[config.mk]
export PLATFORM = sky130hd
export DESIGN_NAME = dec_serial_tx
export DESIGN_NICKNAME = d
export VERILOG_FILES = /design/src/rtl/dec_serial_tx_pkg.sv /design/src/rtl/dec_sync_fifo.sv /design/src/rtl/dec_serial_tx.sv
export SDC_FILE = /design/constraint.sdc
export NUM_CORES = 1
export LEC_CHECK = 0
export CORE_MARGIN = 3
export CORE_UTILIZATION = 25
export CTS_CLUSTER_DIAMETER = 200
export DETAILED_ROUTE_END_ITERATION = 8
export MAX_ROUTING_LAYER = met4
export PLACE_DENSITY = 0.45
export SLEW_MARGIN = 20
export SYNTH_ARGS = -nofsm -noshare
export SYNTH_HDL_FRONTEND = slang
export SYNTH_SLANG_ARGS = --single-unit
[constraint.sdc]
create_clock -name clk -period 3 [get_ports clk]
set_input_delay 0.45 -clock clk [delete_from_list [all_inputs] [get_ports clk]]
set_output_delay 0.45 -clock clk [all_outputs]
set_load 0.005 [all_outputs]
[src/rtl/dec_serial_tx_pkg.sv]
// Shared constants and FSM encoding for the decimator serial output stage.
package dec_serial_tx_pkg;

  localparam int DEC_DATA_W = 16;

  typedef enum logic [1:0] {
    IDLE  = 2'd0,
    LOAD  = 2'd1,
    SHIFT = 2'd2
  } tx_state_e;

endpackage

[src/rtl/dec_sync_fifo.sv]
// Small synchronous FIFO; a push while full (with no pop) is dropped and flagged.
module dec_sync_fifo #(
  parameter int DATA_W = 16,
  parameter int DEPTH  = 4
) (
  input  logic                     clk,
  input  logic                     rst_n,
  input  logic                     push,
  input  logic [DATA_W-1:0]        din,
  input  logic                     pop,
  output logic [DATA_W-1:0]        dout,
  output logic [$clog2(DEPTH):0]   level,
  output logic                     drop
);

  localparam int PW = $clog2(DEPTH);
  localparam int LW = PW + 1;
  localparam logic [LW-1:0] FULL_LVL = LW'(DEPTH);

  logic [DATA_W-1:0] mem [DEPTH];
  logic [PW-1:0]     wr_ptr_reg, rd_ptr_reg;
  logic [LW-1:0]     level_reg, level_next;
  logic              full;
  logic              wr_en;

  assign full  = (level_reg == FULL_LVL);
  // A pop in the same cycle frees a slot, so a push on a full FIFO still lands.
  assign wr_en = push && (!full || pop);
  assign drop  = push && full && !pop;
  assign dout  = mem[rd_ptr_reg];
  assign level = level_reg;

  always_comb begin
    level_next = level_reg;
    if (wr_en && !pop)
      level_next = level_reg + 1'b1;
    else if (!wr_en && pop)
      level_next = level_reg - 1'b1;
  end

  always_ff @(posedge clk) begin
    if (wr_en)
      mem[wr_ptr_reg] <= din;
  end

  always_ff @(posedge clk) begin
    if (!rst_n) begin
      wr_ptr_reg <= '0;
      rd_ptr_reg <= '0;
      level_reg  <= '0;
    end else begin
      if (wr_en)
        wr_ptr_reg <= wr_ptr_reg + 1'b1;
      if (pop)
        rd_ptr_reg <= rd_ptr_reg + 1'b1;
      level_reg <= level_next;
    end
  end

endmodule

[src/rtl/dec_serial_tx.sv]
// Buffers decimated words and ships them MSB first on a sclk/sdo/fs serial link.
module dec_serial_tx
  import dec_serial_tx_pkg::*;
#(
  parameter int DATA_W  = DEC_DATA_W,
  parameter int DEPTH   = 4,
  parameter int CLK_DIV = 2
) (
  input  logic                    clk,
  input  logic                    rst_n,
  input  logic [DATA_W-1:0]       sample_in,
  input  logic                    sample_valid,
  output logic                    sclk,
  output logic                    sdo,
  output logic                    fs,
  output logic [$clog2(DEPTH):0]  fifo_level,
  output logic                    overflow
);

  localparam int BW = $clog2(DATA_W);
  localparam int DW = $clog2(2 * CLK_DIV);
  localparam logic [BW-1:0] BIT_MSB  = BW'(DATA_W - 1);
  localparam logic [DW-1:0] DIV_LAST = DW'(2 * CLK_DIV - 1);
  localparam logic [DW-1:0] DIV_HALF = DW'(CLK_DIV);

  tx_state_e         state_reg, state_next;
  logic [DATA_W-1:0] shreg_reg, shreg_next;
  logic [BW-1:0]     bit_reg, bit_next;
  logic [DW-1:0]     div_reg, div_next;
  logic              sclk_reg, sclk_next;
  logic              sdo_reg, sdo_next;
  logic              fs_reg, fs_next;
  logic              overflow_reg;
  logic              pop;
  logic              drop;
  logic [DATA_W-1:0] head;

  dec_sync_fifo #(
    .DATA_W (DATA_W),
    .DEPTH  (DEPTH)
  ) u_fifo (
    .clk   (clk),
    .rst_n (rst_n),
    .push  (sample_valid),
    .din   (sample_in),
    .pop   (pop),
    .dout  (head),
    .level (fifo_level),
    .drop  (drop)
  );

  always_comb begin
    state_next = state_reg;
    shreg_next = shreg_reg;
    bit_next   = bit_reg;
    div_next   = div_reg;
    pop        = 1'b0;
    case (state_reg)
      IDLE: begin
        if (fifo_level != '0)
          state_next = LOAD;
      end
      LOAD: begin
        pop        = 1'b1;
        shreg_next = head;
        bit_next   = BIT_MSB;
        div_next   = '0;
        state_next = SHIFT;
      end
      SHIFT: begin
        if (div_reg == DIV_LAST) begin
          div_next = '0;
          if (bit_reg == '0) begin
            // Chain straight into the next word so consecutive frames have no gap.
            if (fifo_level != '0) begin
              pop        = 1'b1;
              shreg_next = head;
              bit_next   = BIT_MSB;
            end else begin
              state_next = IDLE;
            end
          end else begin
            shreg_next = {shreg_reg[DATA_W-2:0], 1'b0};
            bit_next   = bit_reg - 1'b1;
          end
        end else begin
          div_next = div_reg + 1'b1;
        end
      end
      default: state_next = IDLE;
    endcase

    // Outputs are derived from the next state so the registered pins line up with it.
    sclk_next = 1'b0;
    sdo_next  = 1'b0;
    fs_next   = 1'b0;
    if (state_next == SHIFT) begin
      sdo_next  = shreg_next[DATA_W-1];
      sclk_next = (div_next >= DIV_HALF);
      fs_next   = (bit_next == BIT_MSB);
    end
  end

  always_ff @(posedge clk) begin
    if (!rst_n) begin
      state_reg    <= IDLE;
      shreg_reg    <= '0;
      bit_reg      <= '0;
      div_reg      <= '0;
      sclk_reg     <= 1'b0;
      sdo_reg      <= 1'b0;
      fs_reg       <= 1'b0;
      overflow_reg <= 1'b0;
    end else begin
      state_reg    <= state_next;
      shreg_reg    <= shreg_next;
      bit_reg      <= bit_next;
      div_reg      <= div_next;
      sclk_reg     <= sclk_next;
      sdo_reg      <= sdo_next;
      fs_reg       <= fs_next;
      overflow_reg <= overflow_reg | drop;
    end
  end

  assign sclk     = sclk_reg;
  assign sdo      = sdo_reg;
  assign fs       = fs_reg;
  assign overflow = overflow_reg;

endmodule

==> results of run 1 <==
==> Yosys cell counts, drive strengths merged, types with 2 or more instances <==
| library cell | instances |
|---|---|
| a21oi | 9 |
| ha | 12 |
| and3 | 5 |
| xor2 | 3 |
| o21ai | 4 |
| mux4 | 16 |
| nand2 | 9 |
| nand4b | 2 |
| o2111ai | 2 |
| buf | 9 |
| edfxtp | 64 |
| nor3 | 4 |
| nor4 | 2 |
| mux2i | 4 |
| nor2 | 17 |
| clkbuf | 5 |
| a311o | 2 |
| inv | 16 |
| dfxtp | 37 |
| or3 | 3 |
| a22o | 29 |
| nand3 | 2 |
| and2 | 8 |
==> layout make-up <==
type	instances	area (µm²)	area share
Clock buffer	10	229	0.0448
Clock inverter	6	92.6	0.0181
Inverter	16	60.1	0.0118
Multi-Input combinational cell	148	1390	0.272
Sequential cell	101	2660	0.522
Tap cell	216	270	0.0529
Timing Repair Buffer	45	400	0.0784
==> layer usage <==
layer | share of wire | GRT usage | wire (µm) | up-vias
li1 | - | - | - | 1156
met1 | 0.48 | 0.121 | 3920 | 1173
met2 | 0.48 | 0.151 | 3930 | 32
met3 | 0.035 | 0.0342 | 286 | 5
met4 | 0.0070 | 0.0252 | 57 | 0
met5 | 0 | - | 0 | -
==> cell usage in the layout (no fill, tap or decap), types with 2 or more instances in the layout <==
| master | instances |
|---|---|
| nor3_1 | 3 |
| o2111ai_1 | 2 |
| nor2_1 | 16 |
| dfxtp_1 | 36 |
| clkdlybuf4s50_1 | 25 |
| a311o_1 | 2 |
| o21ai_0 | 4 |
| nand3_1 | 2 |
| mux2i_1 | 4 |
| a21oi_1 | 8 |
| edfxtp_1 | 64 |
| clkbuf_16 | 9 |
| nand2_1 | 9 |
| buf_4 | 20 |
| a22o_1 | 23 |
| ha_1 | 12 |
| nor4_1 | 2 |
| inv_1 | 16 |
| nand4b_1 | 2 |
| bufinv_16 | 2 |
| xor2_1 | 3 |
| mux4_2 | 16 |
| a22o_2 | 6 |
| inv_6 | 2 |
| and3_1 | 4 |
| and2_1 | 6 |
==> worst max-delay path, stage by stage (launching register included) <==
cell and delay [ns]:
dfxtp_2 0.33, inv_1 0.09, ha_1 0.19, nor3b_4 0.28, nor2b_1 0.16, o21ai_0 0.13
a31oi_2 0.20, ha_1 0.21, inv_1 0.06, fa_1 0.37, xor2_1 0.16, or3_2 0.41
a21oi_1 0.14
==> repair_timing <==
action                                  CTS  global route
endpoints found under the setup margin    0             1
gates resized for setup                   0             1
setup buffers                             0             3
==> power by group <==
| part | internal [mW] | total [mW] | switching (mW) |
|---|---|---|---|
| combinational | 0.488 | 1.04 | 0.554 |
| clock | 0.741 | 1.26 | 0.517 |
| sequential | 1.64 | 1.72 | 0.0804 |
| total | 2.87 | 4.02 | 1.15 |
==> metrics by stage <==
stage | hold slack (ns) | instances | instance area [µm²]
2_1_floorplan | 0.440 | 279 | 4200
3_3_place_gp | 0.459 | 523 | 4760
3_5_place_dp | 0.466 | 523 | 4760
4_1_cts | 0.483 | 539 | 5080
5_1_grt | 0.500 | 542 | 5110
6_report | 0.480 | 542 | 5110
==> cells by family after synthesis <==
logic type,count (synthesis),share of synthesized area
flops,101,0.635
compound gates,56,0.114
simple gates,55,0.0725
buf+inv,30,0.0346
mux,20,0.0954
fa+ha+maj,13,0.0406
xor+xnor,4,0.00835
==> worst paths after layout <==
kind	from	to	slack [ns]	cells after the start
setup / recovery	bit_reg[1]	u_fifo.level[2]	0.20	12
hold / removal	shreg_reg[14]	shreg_reg[14]	0.48	1
setup reg to reg	bit_reg[1]	u_fifo.level[2]	0.20	12
hold reg to reg	shreg_reg[14]	shreg_reg[14]	0.48	1
==> reports/metrics.yaml, run 1 <==
status: "completed"
fin_util: 0.316
syn2layout_area_growth_pct: 21.7
synthesis.area_um2: 4200
track_usage: 0.0971
vias: 2366
htreeDepth: 3
firstDrtPassIters: 4
leakagePower_nw: 1.77
antenna_left: 0
ioPinCount: 26
async_flop_share: 0
drv_cap: 0
synth_largest_area_cell: "edfxtp_1"
power.density_nw_per_um2: 787
setup_viol: 0
synth-main-ff-cell: "edfxtp_1"
drv_slew: 0
hold_class: "reg -> reg"
syn_inst: 279
wl_per_cell_um: 15.1
rows: 46
io_buffers: 25
yosysSeqAreaShare: 0.635
vias_per_cell: 4.37
cts_root_buf: "clkbuf_16"
diodes: 0
rsz0062_at_grt: "no"
fmax_mhz: 357
die_h_um: 136
total_power_mw: 4.02
synth_top_area_share: 0.458
clkSlewWorstSetupHoldPaths_ns: 0.07
peakVddDrop_v: 0.000319
cts.sinks: 101
drt_iter0_drc: 168
required_ns: 3.27
dieArea_um2: 18400
yosysUniqueCellTypes: 51
synth_fp_nets: 311
grt_pass1_wl_um: 13200
routabilityCongestion: 0.811
grt_pass1_vias: 2413
fin_nets: 353
synth_warnings: 0
largest_reg_flops: 64
worstMarginPinSlew_ns: 0.687
worstSetupEndpointType: "flop"
preCtsSetupSlack_ns: 0.0921
slew_headroom: 0.541
fillers: 1584
syn_area_per_cell_um2: 15.0
setup_tns_ns: 0
clockBufferDepth: 2
min_period_over_period: 0.934
wl_um: 8190
fin_worst_skew_ns: 0.00861
drive_above_1_share: 0.209
drc: 0
ys_ff_latch: 101
cp-start-kind: "flop"
grt_max_degree: 18
layout_min_cycle_time_ns: 2.80
synth.area.top_cells: "edfxtp_1 46%, dfxtp_1 18%, mux4_2 8.6%"
clkLatencyLatePin_ns: 0.34
hold_viol_final: 0
crit_arrival_ns: 3.07
hpwl_um: 5420
critPathKind: "reg -> reg"
antenna_found_initial: 0
numCtsBuffers: 9
cts_tree: "built"
setup_slack_ns: 0.199
crit_fanout: 5
synth_edf_count: 64
cts_hold_buffers: 0
grt_overflow: 0
die_w_um: 136
start_util: 0.259
core_um2: 16200
Note: power is estimated with default switching activity, not from simulation.
==> run 2: changes to the inputs <==
==> constraint.sdc (replaced) <==
create_clock -name clk -period 3 [get_ports clk]
set_input_delay 0.6 -clock clk [delete_from_list [all_inputs] [get_ports clk]]
set_output_delay 0.6 -clock clk [all_outputs]
set_load 0.005 [all_outputs]
==> reports/metrics.yaml, run 2 (synthesis results as in run 1) <==
met1_usage: 0.132
fin_cells: 542
internal-power_mw: 2.89
gr-usage-met2: 0.151
drv_cap: 0
grt_util_met3: 0.0267
required_ns: 3.27
slowest_stage: "or3_2"
dpl.cell_count: 522
grt_busiest_layer: "met2"
combPwrFrac: 0.263
crit_arrival_ns: 3.10
io_buffers: 25
setup_viol: 0
peakVddDrop_v: 0.000381
clkSlewWorstSetupHoldPaths_ns: 0.06
path_cells: "inv_1, ha_2, nor3b_4, nor2b_2, o21ai_1, a31oi_2, ha_2, inv_1, fa_1, xor2_1, or3_2, a21oi_2"
critPathKind: "reg -> reg"
largest_reg_flops: 64
power.density_nw_per_um2: 790
cts_root_buf: "clkbuf_16"
setup_tns_ns: 0
routabilityCongestion: 0.802
ioPinCount: 26
drv_slew: 0
slew_headroom: 0.322
core_um2: 16200
syn2layout_area_growth_pct: 22.0
layout_commonest_cell: "edfxtp_1"
leakagePower_nw: 1.77
cp-start-kind: "flop"
grt_max_degree: 18
numCtsBuffers: 9
drc: 0
firstDrtPassIters: 4
switching_share: 0.284
fin_nets: 353
hold_viol_final: 0
path_buf_inv: 2
drt_iter0_drc: 223
grt_overflow: 0
mostFrequentLayoutCells: "64 x edfxtp_1, 36 x dfxtp_1, 25 x clkdlybuf4s50_1"
clkLatencyLatePin_ns: 0.35
vias: 2436
layout_min_cycle_time_ns: 2.83
cpPeakStageDelay_ns: 0.42
clock_power_share: 0.312
clockBufferDepth: 2
start_util: 0.259
antenna_found_initial: 0
hold_class: "reg -> reg"
fmax_mhz: 353
cts_tree: "built"
drive_above_1_share: 0.218
wl_um: 8340
grt_pass1_wl_um: 13600
crit_fanout: 7
grt_pass1_vias: 2455
rows: 46
p_switching_mw: 1.15
diodes: 0
vias_per_cell: 4.49
htreeDepth: 3
p_seq_frac: 0.425
dieArea_um2: 18400
worstSetupEndpointType: "flop"
antenna_left: 0
fin_worst_skew_ns: 0.00961
die_w_um: 136
cpLargestDelayFamily: "simple AND/OR/NAND/NOR gates"
cts.sinks: 101
hpwl_um: 5450
wl_per_cell_um: 15.4
die_h_um: 136
min_period_over_period: 0.943
track_usage: 0.101
status: "completed"
cts_hold_buffers: 0
total_power_mw: 4.04
worstMarginPinSlew_ns: 1.01
==> run 2: power by group through the flow <==
stage	Sequential, mW	Clock, mW	Combinational, mW
2_1_floorplan	1.74	0	0.713
3_3_place_gp	1.74	0	1.03
3_5_place_dp	1.75	0	1.03
4_1_cts	1.72	1.31	1.04
5_1_grt	1.73	1.36	1.18
6_report	1.72	1.26	1.06
==> run 2: timing repair <==
action	4_1_cts	5_1_grt
buffers inserted	0	4
resized for setup	0	6
setup endpoints to repair	0	1
==> run 2: worst paths after layout <==
path / cells after the start / from / end / slack [ns]
setup / recovery: 12 / bit_reg[1] / u_fifo.level[2] / 0.17
hold / removal: 1 / shreg_reg[14] / shreg_reg[14] / 0.48
setup reg to reg: 12 / bit_reg[1] / u_fifo.level[2] / 0.17
hold reg to reg: 1 / shreg_reg[14] / shreg_reg[14] / 0.48
==> run 2: worst register-to-register path, delay by kind of cell (launching register included) <==
family / cells / cell delay (ns)
and+or+nand+nor: 3 / 0.90
adders and majority gates: 3 / 0.79
AOI/OAI and AO/OA: 3 / 0.44
DFF: 1 / 0.33
xor gates and xnor gates: 1 / 0.16
buffers and inverters: 2 / 0.14
==> run 2: per-layer routing <==
layer,vias to the layer above,share of wire
li1,1155,-
met1,1229,0.47
met2,43,0.48
met3,9,0.035
met4,0,0.017
met5,-,0
==> run 2: metrics by stage <==
stage / util / area (µm²) / setup slack, ns / hold WS [ns]
after floorplan: - / 4200 / 0.158 / 0.440
after global placement: 0.294 / 4750 / 0.165 / 0.463
after detailed placement: 0.294 / 4750 / 0.0795 / 0.468
after CTS: 0.314 / 5070 / 0.0440 / 0.485
after global routing: 0.316 / 5120 / -0.00613 / 0.499
final: 0.316 / 5120 / 0.170 / 0.479
==> run 2: area by class of cell <==
class	count	area [µm²]
clock inverters	4	77.6
clock buffers	12	246
repair buffers	45	400
fillers	1591	11100
well taps	216	270
inverters	16	60.1
multi-input cells	148	1400
flip-flops and latches	101	2660
